## config.mk

```make
export PLATFORM = sky130hd
export DESIGN_NAME = ppt_regfile_flat
export DESIGN_NICKNAME = d
export VERILOG_FILES = /design/src/rtl/ppt_regfile_pkg.sv /design/src/rtl/ppt_regfile_if.sv /design/src/rtl/ppt_reg_channel.sv /design/src/rtl/ppt_regfile.sv /design/src/flat_wrapper.sv
export SDC_FILE = /design/constraint.sdc
export NUM_CORES = 1
export LEC_CHECK = 0
export BUFFER_PORTS_ARGS = -buffer_cell sky130_fd_sc_hd__buf_2
export CORE_MARGIN = 5
export CORE_UTILIZATION = 44
export DETAILED_ROUTE_END_ITERATION = 6
export PLACE_DENSITY = 0.61
export SYNTH_ARGS = -nofsm -noshare
export SYNTH_HDL_FRONTEND = slang
export SYNTH_SLANG_ARGS = --single-unit
export TNS_END_PERCENT = 5
```

## constraint.sdc

```tcl
create_clock -name clk -period 6.7 [get_ports clk]
set_input_delay 1.34 -clock clk [delete_from_list [all_inputs] [get_ports clk]]
set_output_delay 1.34 -clock clk [all_outputs]
set_load 0.02 [all_outputs]
```

## src/rtl/ppt_regfile_pkg.sv

```systemverilog
// ppt_regfile_pkg: register map offsets, reset defaults and constants for the PPT register file
package ppt_regfile_pkg;
  localparam logic [3:0] OFF_CLK_DIV    = 4'h0;
  localparam logic [3:0] OFF_PERIOD_L   = 4'h1;
  localparam logic [3:0] OFF_PERIOD_H   = 4'h2;
  localparam logic [3:0] OFF_WIDTH_L    = 4'h3;
  localparam logic [3:0] OFF_WIDTH_H    = 4'h4;
  localparam logic [3:0] OFF_COUNT_L    = 4'h5;
  localparam logic [3:0] OFF_COUNT_H    = 4'h6;
  localparam logic [3:0] OFF_CTRL       = 4'h7;
  localparam logic [3:0] OFF_CD_L       = 4'h8;
  localparam logic [3:0] OFF_CD_H       = 4'h9;
  localparam logic [3:0] OFF_STATUS     = 4'hA;
  localparam logic [3:0] OFF_IRQ_STATUS = 4'h0;
  localparam logic [3:0] OFF_IRQ_EN     = 4'h1;
  localparam logic [3:0] OFF_ID         = 4'h2;
  localparam logic [3:0] GLOBAL_PAGE    = 4'hF;
  localparam logic [7:0] ID_VALUE       = 8'hA2;
  localparam int RST_CLK_DIV = 9;
  localparam int RST_PERIOD  = 128;
  localparam int RST_WIDTH   = 1;
  localparam int RST_COUNT   = 16;
  localparam logic RST_RUN   = 1'b1;
endpackage

```

## src/rtl/ppt_regfile_if.sv

```systemverilog
// ppt_regfile_if: byte-wide register bus between the I2C slave and the register file
interface ppt_regfile_if;
  logic [7:0] address;
  logic [7:0] data_in;
  logic [7:0] data_out;
  logic write_enable;
  logic read_enable;
  modport master (output address, data_in, write_enable, read_enable, input data_out);
  modport slave (input address, data_in, write_enable, read_enable, output data_out);
endinterface

```

## src/rtl/ppt_reg_channel.sv

```systemverilog
// ppt_reg_channel: one channel's shadow/active config, done-count snapshot, sticky done flag and read mux
module ppt_reg_channel
  import ppt_regfile_pkg::*;
#(
  parameter int CLKDIV_W = 5,
  parameter int PERIOD_W = 14,
  parameter int WIDTH_W  = 14,
  parameter int COUNT_W  = 16
) (
  input  logic                clk,
  input  logic                rstn,
  input  logic                sel,
  input  logic                write_enable,
  input  logic                read_enable,
  input  logic [3:0]          offset,
  input  logic [7:0]          data_in,
  input  logic [COUNT_W-1:0]  count_done,
  input  logic                done,
  output logic [CLKDIV_W-1:0] clk_div,
  output logic [PERIOD_W-1:0] period,
  output logic [WIDTH_W-1:0]  width,
  output logic [COUNT_W-1:0]  count,
  output logic                run,
  output logic                sticky,
  output logic [7:0]          rdata
);
  logic [CLKDIV_W-1:0] sh_div;
  logic [PERIOD_W-1:0] sh_per;
  logic [WIDTH_W-1:0]  sh_wid;
  logic [COUNT_W-1:0]  sh_cnt;
  logic [COUNT_W-1:0]  cd_q;
  logic [COUNT_W-9:0]  snap;
  logic done_q, done_d, wr, rd, rise, w1c;
  assign wr   = sel & write_enable;
  assign rd   = sel & read_enable;
  assign rise = done_q & ~done_d;
  assign w1c  = wr && offset == OFF_STATUS && data_in[1];
  // Shadow writes, atomic commit of shadow into active, and direct RUN update
  always_ff @(posedge clk or negedge rstn) begin
    if (!rstn) begin
      sh_div  <= CLKDIV_W'(RST_CLK_DIV);
      sh_per  <= PERIOD_W'(RST_PERIOD);
      sh_wid  <= WIDTH_W'(RST_WIDTH);
      sh_cnt  <= COUNT_W'(RST_COUNT);
      clk_div <= CLKDIV_W'(RST_CLK_DIV);
      period  <= PERIOD_W'(RST_PERIOD);
      width   <= WIDTH_W'(RST_WIDTH);
      count   <= COUNT_W'(RST_COUNT);
      run     <= RST_RUN;
    end else if (wr) begin
      case (offset)
        OFF_CLK_DIV:  sh_div <= data_in[CLKDIV_W-1:0];
        OFF_PERIOD_L: sh_per[7:0] <= data_in;
        OFF_PERIOD_H: sh_per[PERIOD_W-1:8] <= data_in[PERIOD_W-9:0];
        OFF_WIDTH_L:  sh_wid[7:0] <= data_in;
        OFF_WIDTH_H:  sh_wid[WIDTH_W-1:8] <= data_in[WIDTH_W-9:0];
        OFF_COUNT_L:  sh_cnt[7:0] <= data_in;
        OFF_COUNT_H:  sh_cnt[COUNT_W-1:8] <= data_in[COUNT_W-9:0];
        OFF_CTRL: begin
          run <= data_in[0];
          if (data_in[1]) begin
            clk_div <= sh_div;
            period  <= sh_per;
            width   <= sh_wid;
            count   <= sh_cnt;
          end
        end
        default: ;
      endcase
    end
  end
  // Register controller inputs, latch the high-byte snapshot, and keep the sticky done flag (set beats clear)
  always_ff @(posedge clk or negedge rstn) begin
    if (!rstn) begin
      cd_q   <= '0;
      done_q <= 1'b0;
      done_d <= 1'b0;
      snap   <= '0;
      sticky <= 1'b0;
    end else begin
      cd_q   <= count_done;
      done_q <= done;
      done_d <= done_q;
      if (rd && offset == OFF_CD_L) snap <= cd_q[COUNT_W-1:8];
      sticky <= rise | (sticky & ~w1c);
    end
  end
  // Read mux; returns zero when this channel's page is not addressed
  always_comb begin
    rdata = '0;
    if (sel) begin
      case (offset)
        OFF_CLK_DIV:  rdata = 8'(sh_div);
        OFF_PERIOD_L: rdata = sh_per[7:0];
        OFF_PERIOD_H: rdata = 8'(sh_per[PERIOD_W-1:8]);
        OFF_WIDTH_L:  rdata = sh_wid[7:0];
        OFF_WIDTH_H:  rdata = 8'(sh_wid[WIDTH_W-1:8]);
        OFF_COUNT_L:  rdata = sh_cnt[7:0];
        OFF_COUNT_H:  rdata = 8'(sh_cnt[COUNT_W-1:8]);
        OFF_CTRL:     rdata = {7'b0, run};
        OFF_CD_L:     rdata = cd_q[7:0];
        OFF_CD_H:     rdata = 8'(snap);
        OFF_STATUS:   rdata = {6'b0, sticky, done_q};
        default:      rdata = '0;
      endcase
    end
  end
endmodule

```

## src/rtl/ppt_regfile.sv

```systemverilog
// ppt_regfile: page decode, global IRQ registers and read mux over NUM_CH PPT channel register blocks
module ppt_regfile
  import ppt_regfile_pkg::*;
#(
  parameter int NUM_CH   = 2,
  parameter int CLKDIV_W = 5,
  parameter int PERIOD_W = 14,
  parameter int WIDTH_W  = 14,
  parameter int COUNT_W  = 16
) (
  input  logic                       clk,
  input  logic                       rstn,
  ppt_regfile_if.slave               bus,
  output logic [NUM_CH*CLKDIV_W-1:0] clk_div,
  output logic [NUM_CH*PERIOD_W-1:0] period,
  output logic [NUM_CH*WIDTH_W-1:0]  width,
  output logic [NUM_CH*COUNT_W-1:0]  count,
  output logic [NUM_CH-1:0]          run_ppt,
  input  logic [NUM_CH*COUNT_W-1:0]  count_done,
  input  logic [NUM_CH-1:0]          done,
  output logic                       irq
);
  logic [3:0] page, offset;
  logic [NUM_CH-1:0] sticky, irq_en;
  logic [7:0] ch_rd [NUM_CH];
  logic [7:0] ch_or, glob;
  assign page   = bus.address[7:4];
  assign offset = bus.address[3:0];
  for (genvar c = 0; c < NUM_CH; c++) begin : g_ch
    ppt_reg_channel #(
      .CLKDIV_W(CLKDIV_W),
      .PERIOD_W(PERIOD_W),
      .WIDTH_W (WIDTH_W),
      .COUNT_W (COUNT_W)
    ) u_ch (
      .clk         (clk),
      .rstn        (rstn),
      .sel         (page == 4'(c)),
      .write_enable(bus.write_enable),
      .read_enable (bus.read_enable),
      .offset      (offset),
      .data_in     (bus.data_in),
      .count_done  (count_done[c*COUNT_W +: COUNT_W]),
      .done        (done[c]),
      .clk_div     (clk_div[c*CLKDIV_W +: CLKDIV_W]),
      .period      (period[c*PERIOD_W +: PERIOD_W]),
      .width       (width[c*WIDTH_W +: WIDTH_W]),
      .count       (count[c*COUNT_W +: COUNT_W]),
      .run         (run_ppt[c]),
      .sticky      (sticky[c]),
      .rdata       (ch_rd[c])
    );
  end
  // Per-channel interrupt enables in the global page
  always_ff @(posedge clk or negedge rstn) begin
    if (!rstn) irq_en <= '0;
    else if (bus.write_enable && page == GLOBAL_PAGE && offset == OFF_IRQ_EN) irq_en <= bus.data_in[NUM_CH-1:0];
  end
  // Channels gate their own read data by page select, so a plain OR merges them
  always_comb begin
    ch_or = '0;
    for (int i = 0; i < NUM_CH; i++) ch_or = ch_or | ch_rd[i];
  end
  assign glob = offset == OFF_IRQ_STATUS ? 8'(sticky) :
                offset == OFF_IRQ_EN     ? 8'(irq_en) :
                offset == OFF_ID         ? ID_VALUE : 8'h00;
  assign bus.data_out = page == GLOBAL_PAGE ? glob : ch_or;
  assign irq = |(sticky & irq_en);
endmodule

```

## src/flat_wrapper.sv

```systemverilog
// flat-port wrapper written by rule: the top's interface ports become plain ports
module ppt_regfile_flat import ppt_regfile_pkg::*;
#(
  parameter int NUM_CH   = 2,
  parameter int CLKDIV_W = 5,
  parameter int PERIOD_W = 14,
  parameter int WIDTH_W  = 14,
  parameter int COUNT_W  = 16
)
  (clk, rstn, clk_div, period, width, count, run_ppt, count_done, done, irq, bus_address, bus_data_in, bus_write_enable, bus_read_enable, bus_data_out);
  ppt_regfile_if bus_i ();
  input  logic clk;
  input  logic rstn;
  output logic [NUM_CH*CLKDIV_W-1:0] clk_div;
  output logic [NUM_CH*PERIOD_W-1:0] period;
  output logic [NUM_CH*WIDTH_W-1:0] width;
  output logic [NUM_CH*COUNT_W-1:0] count;
  output logic [NUM_CH-1:0] run_ppt;
  input  logic [NUM_CH*COUNT_W-1:0] count_done;
  input  logic [NUM_CH-1:0] done;
  output logic irq;
  input wire logic [$bits(bus_i.address)-1:0] bus_address;
  input wire logic [$bits(bus_i.data_in)-1:0] bus_data_in;
  input wire logic [$bits(bus_i.write_enable)-1:0] bus_write_enable;
  input wire logic [$bits(bus_i.read_enable)-1:0] bus_read_enable;
  output wire logic [$bits(bus_i.data_out)-1:0] bus_data_out;
  assign bus_i.address = bus_address;
  assign bus_i.data_in = bus_data_in;
  assign bus_i.write_enable = bus_write_enable;
  assign bus_i.read_enable = bus_read_enable;
  assign bus_data_out = bus_i.data_out;
  ppt_regfile #(.NUM_CH(NUM_CH), .CLKDIV_W(CLKDIV_W), .PERIOD_W(PERIOD_W), .WIDTH_W(WIDTH_W), .COUNT_W(COUNT_W)) u_core (.clk(clk), .rstn(rstn), .bus(bus_i), .clk_div(clk_div), .period(period), .width(width), .count(count), .run_ppt(run_ppt), .count_done(count_done), .done(done), .irq(irq));
endmodule
```

* Yosys cells after proc, flatten, opt, wreduce, memory -nomap -nowiden
Index checks and enable logic that the tools add are counted.
** Storage, ports and cells
- Bits in registers :: 254
- Input port bits :: 54
** Operators by class
- Equal/unequal tests :: 12
- Mux-type cells :: 8
- Bitwise operators :: 16
- Reductions and logical operators :: 29
** Operator list (number)
- $pmux 8 s11 :: 2
- $mux 8 :: 6
- $reduce_and 2->1 :: 16
- $eq 4x3->1 const B :: 4
- $eq 4x4->1 const B :: 4
- $and 1x1->1 :: 8
- $eq 4x1->1 const B :: 2
- $eq 4x2->1 const B :: 2
- $logic_and 1x1->1 :: 8
- $logic_not 4->1 :: 2
- $or 8x8->8 :: 1
- $reduce_and 3->1 :: 2
- $not 1->1 :: 4
- $and 2x2->2 :: 1
- $or 1x1->1 :: 2
- $reduce_or 2->1 :: 1

* Logic depth before layout (Yosys ltp)
- Depth in word-level cells :: 7
- Depth in mapped cells :: 7
- Mapped depth without buffers :: 5

* Hierarchy
Synthesis repeated with hierarchy kept, for this count alone.
** Second synthesis, totals
- Cell total of the unflattened synthesis :: 770
- Area, all modules :: 11018.1 um^2
** By module, submodules not included
- ppt_reg_channel :: instances 2, cells an instance 370, area an instance 5382.7 um^2, sequential area each 3166.8 um^2
- ppt_regfile :: instances 1, cells an instance 30, area an instance 252.7 um^2, sequential area each 50.0 um^2

* Least setup slack after synthesis
Ideal clock, no wire load.
- Path kind :: in2out
- Start :: input bus_address[3]
- End :: output bus_data_out[0]
- Arrival :: 2911 ps
- Required time :: 5360 ps
- Path slack :: 2449 ps
- Stages on the path :: 5
- Buffers on the path :: 2
- Path through :: buf_2 > buf_2 > nor2_1 > nand2_1 > o311ai_0
** Between the ends
- Cells in the longest elaborated chain, start to end :: 5
- Elaborated cells on any way between the ends :: 19
- Those cells by class :: 10 x eq/ne; 7 x mux; 1 x bitwise; 1 x reduce/logical
** RTL lines
- start, declared :: RTL line flat_wrapper.sv:22 : input wire logic [$bits(bus_i.address)-1:0] bus_address;
- $eq 4x4->1, or another cell as far along :: RTL line ppt_reg_channel.sv:92 : case (offset)
- $pmux 8 s11 :: RTL line ppt_reg_channel.sv:92
- $mux 8 :: RTL line ppt_reg_channel.sv:91 : if (sel) begin
- $or 8x8->8 :: RTL line ppt_regfile.sv:62 : for (int i = 0; i < NUM_CH; i++) ch_or = ch_or | ch_rd[i];
- $mux 8 (*) :: RTL line ppt_regfile.sv:67 : assign bus.data_out = page == GLOBAL_PAGE ? glob : ch_or;
- end, declared :: RTL line flat_wrapper.sv:26 : output wire logic [$bits(bus_i.data_out)-1:0] bus_data_out;
Every way passes the cells marked *; elsewhere a longest branch is shown, timed or not.

* Worst setup path in the final report
- Start :: input bus_address[2]
- End :: output bus_data_out[0]
The elaborated chain is that of the path after synthesis.

==> results.json <==
{
  "whs_ns": 0.410,
  "post-cts-setup-buffer-count": 0,
  "worstSetupEndpointType": "output port",
  "layout_commonest_cell": "dfrtp_1",
  "drt-wirelength-per-cell_um": 23.6,
  "syn_area_per_cell_um2": 14.8,
  "setup_viol": 0,
  "initial_core_util_pct": 44.3,
  "syn_inst": 720,
  "die_h_um": 166,
  "die_area_mm2": 0.0275,
  "ctsHoldBuffers": 0,
  "hold_path_class": "reg -> reg",
  "vias_per_cell": 5.48,
  "grt_pass1_vias": 6994,
  "clock-sinks": 254,
  "clkSlewWorstSetupHoldPaths_ns": 0.06,
  "grtUsageTotal_pct": 20.7,
  "slew_headroom_pct": 18.1,
  "hold_viol": 0,
  "worstPathArrival_ns": 3.96,
  "first_pass_iters": 5,
  "final.period_utilization_pct": 79.2,
  "cts_inserted_buffers": 26,
  "fin_skew_ns": 0.0128,
  "power_density_mw_per_mm2": 261,
  "cts_max_path_buffers": 3,
  "status": "completed",
  "final_cell_mix": "232 x dfrtp_1, 215 x mux2_2, 161 x buf_2",
  "synth_flop_cell": "dfrtp_1",
  "critical_path_class": "in -> out",
  "grt_pass1_wl_um": 44700,
  "postCtsResizedCells": 0,
  "path_max_fanout": 24,
  "leakage_nw": 6.43,
  "dp_hpwl_um": 20600,
  "synth_edf_count": 0,
  "cts-root-buf": "clkbuf_16",
  "cp-start-kind": "primary input",
  "seq_area_frac_synth_pct": 59.7,
  "ioPinCount": 163,
  "required_ns": 5.36,
  "syn-num-nets": 774,
  "grt_max_degree": 120,
  "drt-total-wl_um": 28800,
  "core_area_mm2": 0.0241,
  "rsz0062_at_grt": "no",
  "setup_tns_ns": 0,
  "place_inst": 1172,
  "drv_slew": 0,
  "num_rows": 57,
  "grt_overflow": 0,
  "cts_max_level": 1,
  "ys_async_sr_fraction_pct": 100,
  "nets": 930,
  "syn_area_mm2": 0.0107,
  "postRouteAntennaNets": 0,
  "place_congestion": 0.898,
  "drive_gt1_share_pct": 53.0,
  "antenna_cells": 0,
  "ys_warn_count": 0,
  "die-width_um": 166,
  "final_cells": 1220,
  "max_cap_viol_count": 0,
  "worst_slew_pin_slew_ns": 1.23,
  "drc": 0,
  "clock.fmax_ghz": 0.189,
  "ys_seq_elements": 254,
  "port_buffers": 162,
  "vias": 6689,
  "clk_latency_ns": 0.53,
  "layout_min_cycle_time_ns": 5.30,
  "synth_cell_types": 54,
  "drtIter0Drc": 479,
  "synthToLayoutAreaGrowth_pct": 18.5,
  "cts_tree": "built",
  "antenna_found_initial": 0,
  "peakVddDrop_v": 0.000165
}
## metrics by stage
step	power (W)	instance area, µm²	utilization (%)	worst slack (ns)
global placement	0.00184	11800	48.9	1.41
detailed placement	0.00184	11800	48.9	1.45
global route	0.00343	12700	52.5	1.27
CTS	0.00335	12700	52.5	1.45
finish	0.00331	12700	52.5	1.40
floorplan	0.00173	10700	-	2.45
## logic make-up (layout without fill, tap and decap cells)
group | count (synthesis) | count (layout) | share of synthesized area (%)
flops | 254 | 254 | 59.7
compound gates | 85 | 85 | 5.97
simple gates | 90 | 90 | 5.76
mux | 244 | 244 | 26.3
buf+inv | 47 | 223 | 2.19
## power breakdown
part	internal [W]	leakage, nW	switching (W)
combinational	0.0000687	2.64	0.000121
sequential	0.00158	3.36	0.0000410
clock	0.000914	0.440	0.000579
## routing by layer
layer	routed length, µm	track usage, %	up-vias
li1	-	-	2966
met3	1700	3.43	20
met2	12800	31.0	213
met5	0	0	-
met1	14000	32.3	3490
met4	273	3.34	0
## synth_stat cells (3+ instances only)
| cell type | number | share of area (%) |
|---|---|---|
| dfrtp_1 | 232 | 54 |
| mux2_2 | 215 | 23 |
| dfstp_2 | 22 | 5.4 |
| a22oi_1 | 19 | 1.3 |
| buf_2 | 19 | 0.89 |
| nor2_1 | 16 | 0.56 |
| clkbuf_1 | 15 | 0.53 |
| nand2_1 | 14 | 0.49 |
| mux2i_1 | 13 | 1.2 |
| nand3_1 | 12 | 0.56 |
| nor2b_1 | 12 | 0.70 |
| mux2_4 | 10 | 1.4 |
| a21oi_1 | 9 | 0.42 |
| a22o_1 | 9 | 0.74 |
| o21ai_0 | 7 | 0.33 |
| a221oi_1 | 6 | 0.49 |
| a211oi_1 | 5 | 0.35 |
| and3_1 | 5 | 0.29 |
| buf_4 | 5 | 0.35 |
| inv_1 | 5 | 0.18 |
| nor3_1 | 5 | 0.23 |
| o22ai_1 | 5 | 0.29 |
| mux4_2 | 4 | 0.84 |
| nor4_4 | 4 | 0.80 |
| o221ai_1 | 4 | 0.33 |
| nand2b_1 | 3 | 0.18 |
| nand4_1 | 3 | 0.18 |
| o211ai_1 | 3 | 0.21 |
| o2bb2ai_1 | 3 | 0.25 |
| o32ai_1 | 3 | 0.25 |
## state kept, by name, summed over array words and instances (netlist names), 16 cells and up
register / count
u_core.g_ch.u_ch.sh_per: 28
u_core.g_ch.u_ch.width: 28
u_core.g_ch.u_ch.snap: 16
u_core.g_ch.u_ch.sh_cnt: 32
u_core.g_ch.u_ch.count: 32
u_core.g_ch.u_ch.period: 28
u_core.g_ch.u_ch.cd_q: 32
u_core.g_ch.u_ch.sh_wid: 28
## layout make-up
class	instances	area [µm²]
Clock buffer	37	733
Timing Repair Buffer	170	893
Tap cell	324	405
Clock inverter	11	155
Multi-Input combinational cell	419	4080
Fill cell	2128	11400
Sequential cell	254	6380
Inverter	5	18.8
## final timing paths
path | start | depth (start not counted) | slack (ns) | end
worst max-delay path | bus_address[2] | 7 | 1.40 | bus_data_out[0]
worst min-delay path | u_core.g_ch[0].u_ch.done_q | 0 | 0.41 | u_core.g_ch[0].u_ch.done_d
worst max register to register | u_core.g_ch[0].u_ch.sh_div[1] | 1 | 5.81 | u_core.g_ch[0].u_ch.clk_div[1]
worst min register to register | u_core.g_ch[0].u_ch.done_q | 0 | 0.41 | u_core.g_ch[0].u_ch.done_d
max in group asynchronous | rstn | 2 | 4.62 | u_core.g_ch[1].u_ch.width[7]
min in group asynchronous | rstn | 1 | 0.74 | u_core.g_ch[1].u_ch.period[4]
## critical path, cell delays in order
cell and delay (ns):
buf_2 0.55, buf_4 0.36, mux2_2 0.37, a32o_1 0.21
o311ai_0 0.53, o311ai_0 0.35, buf_2 0.25
(Power assumes the default switching activity.)
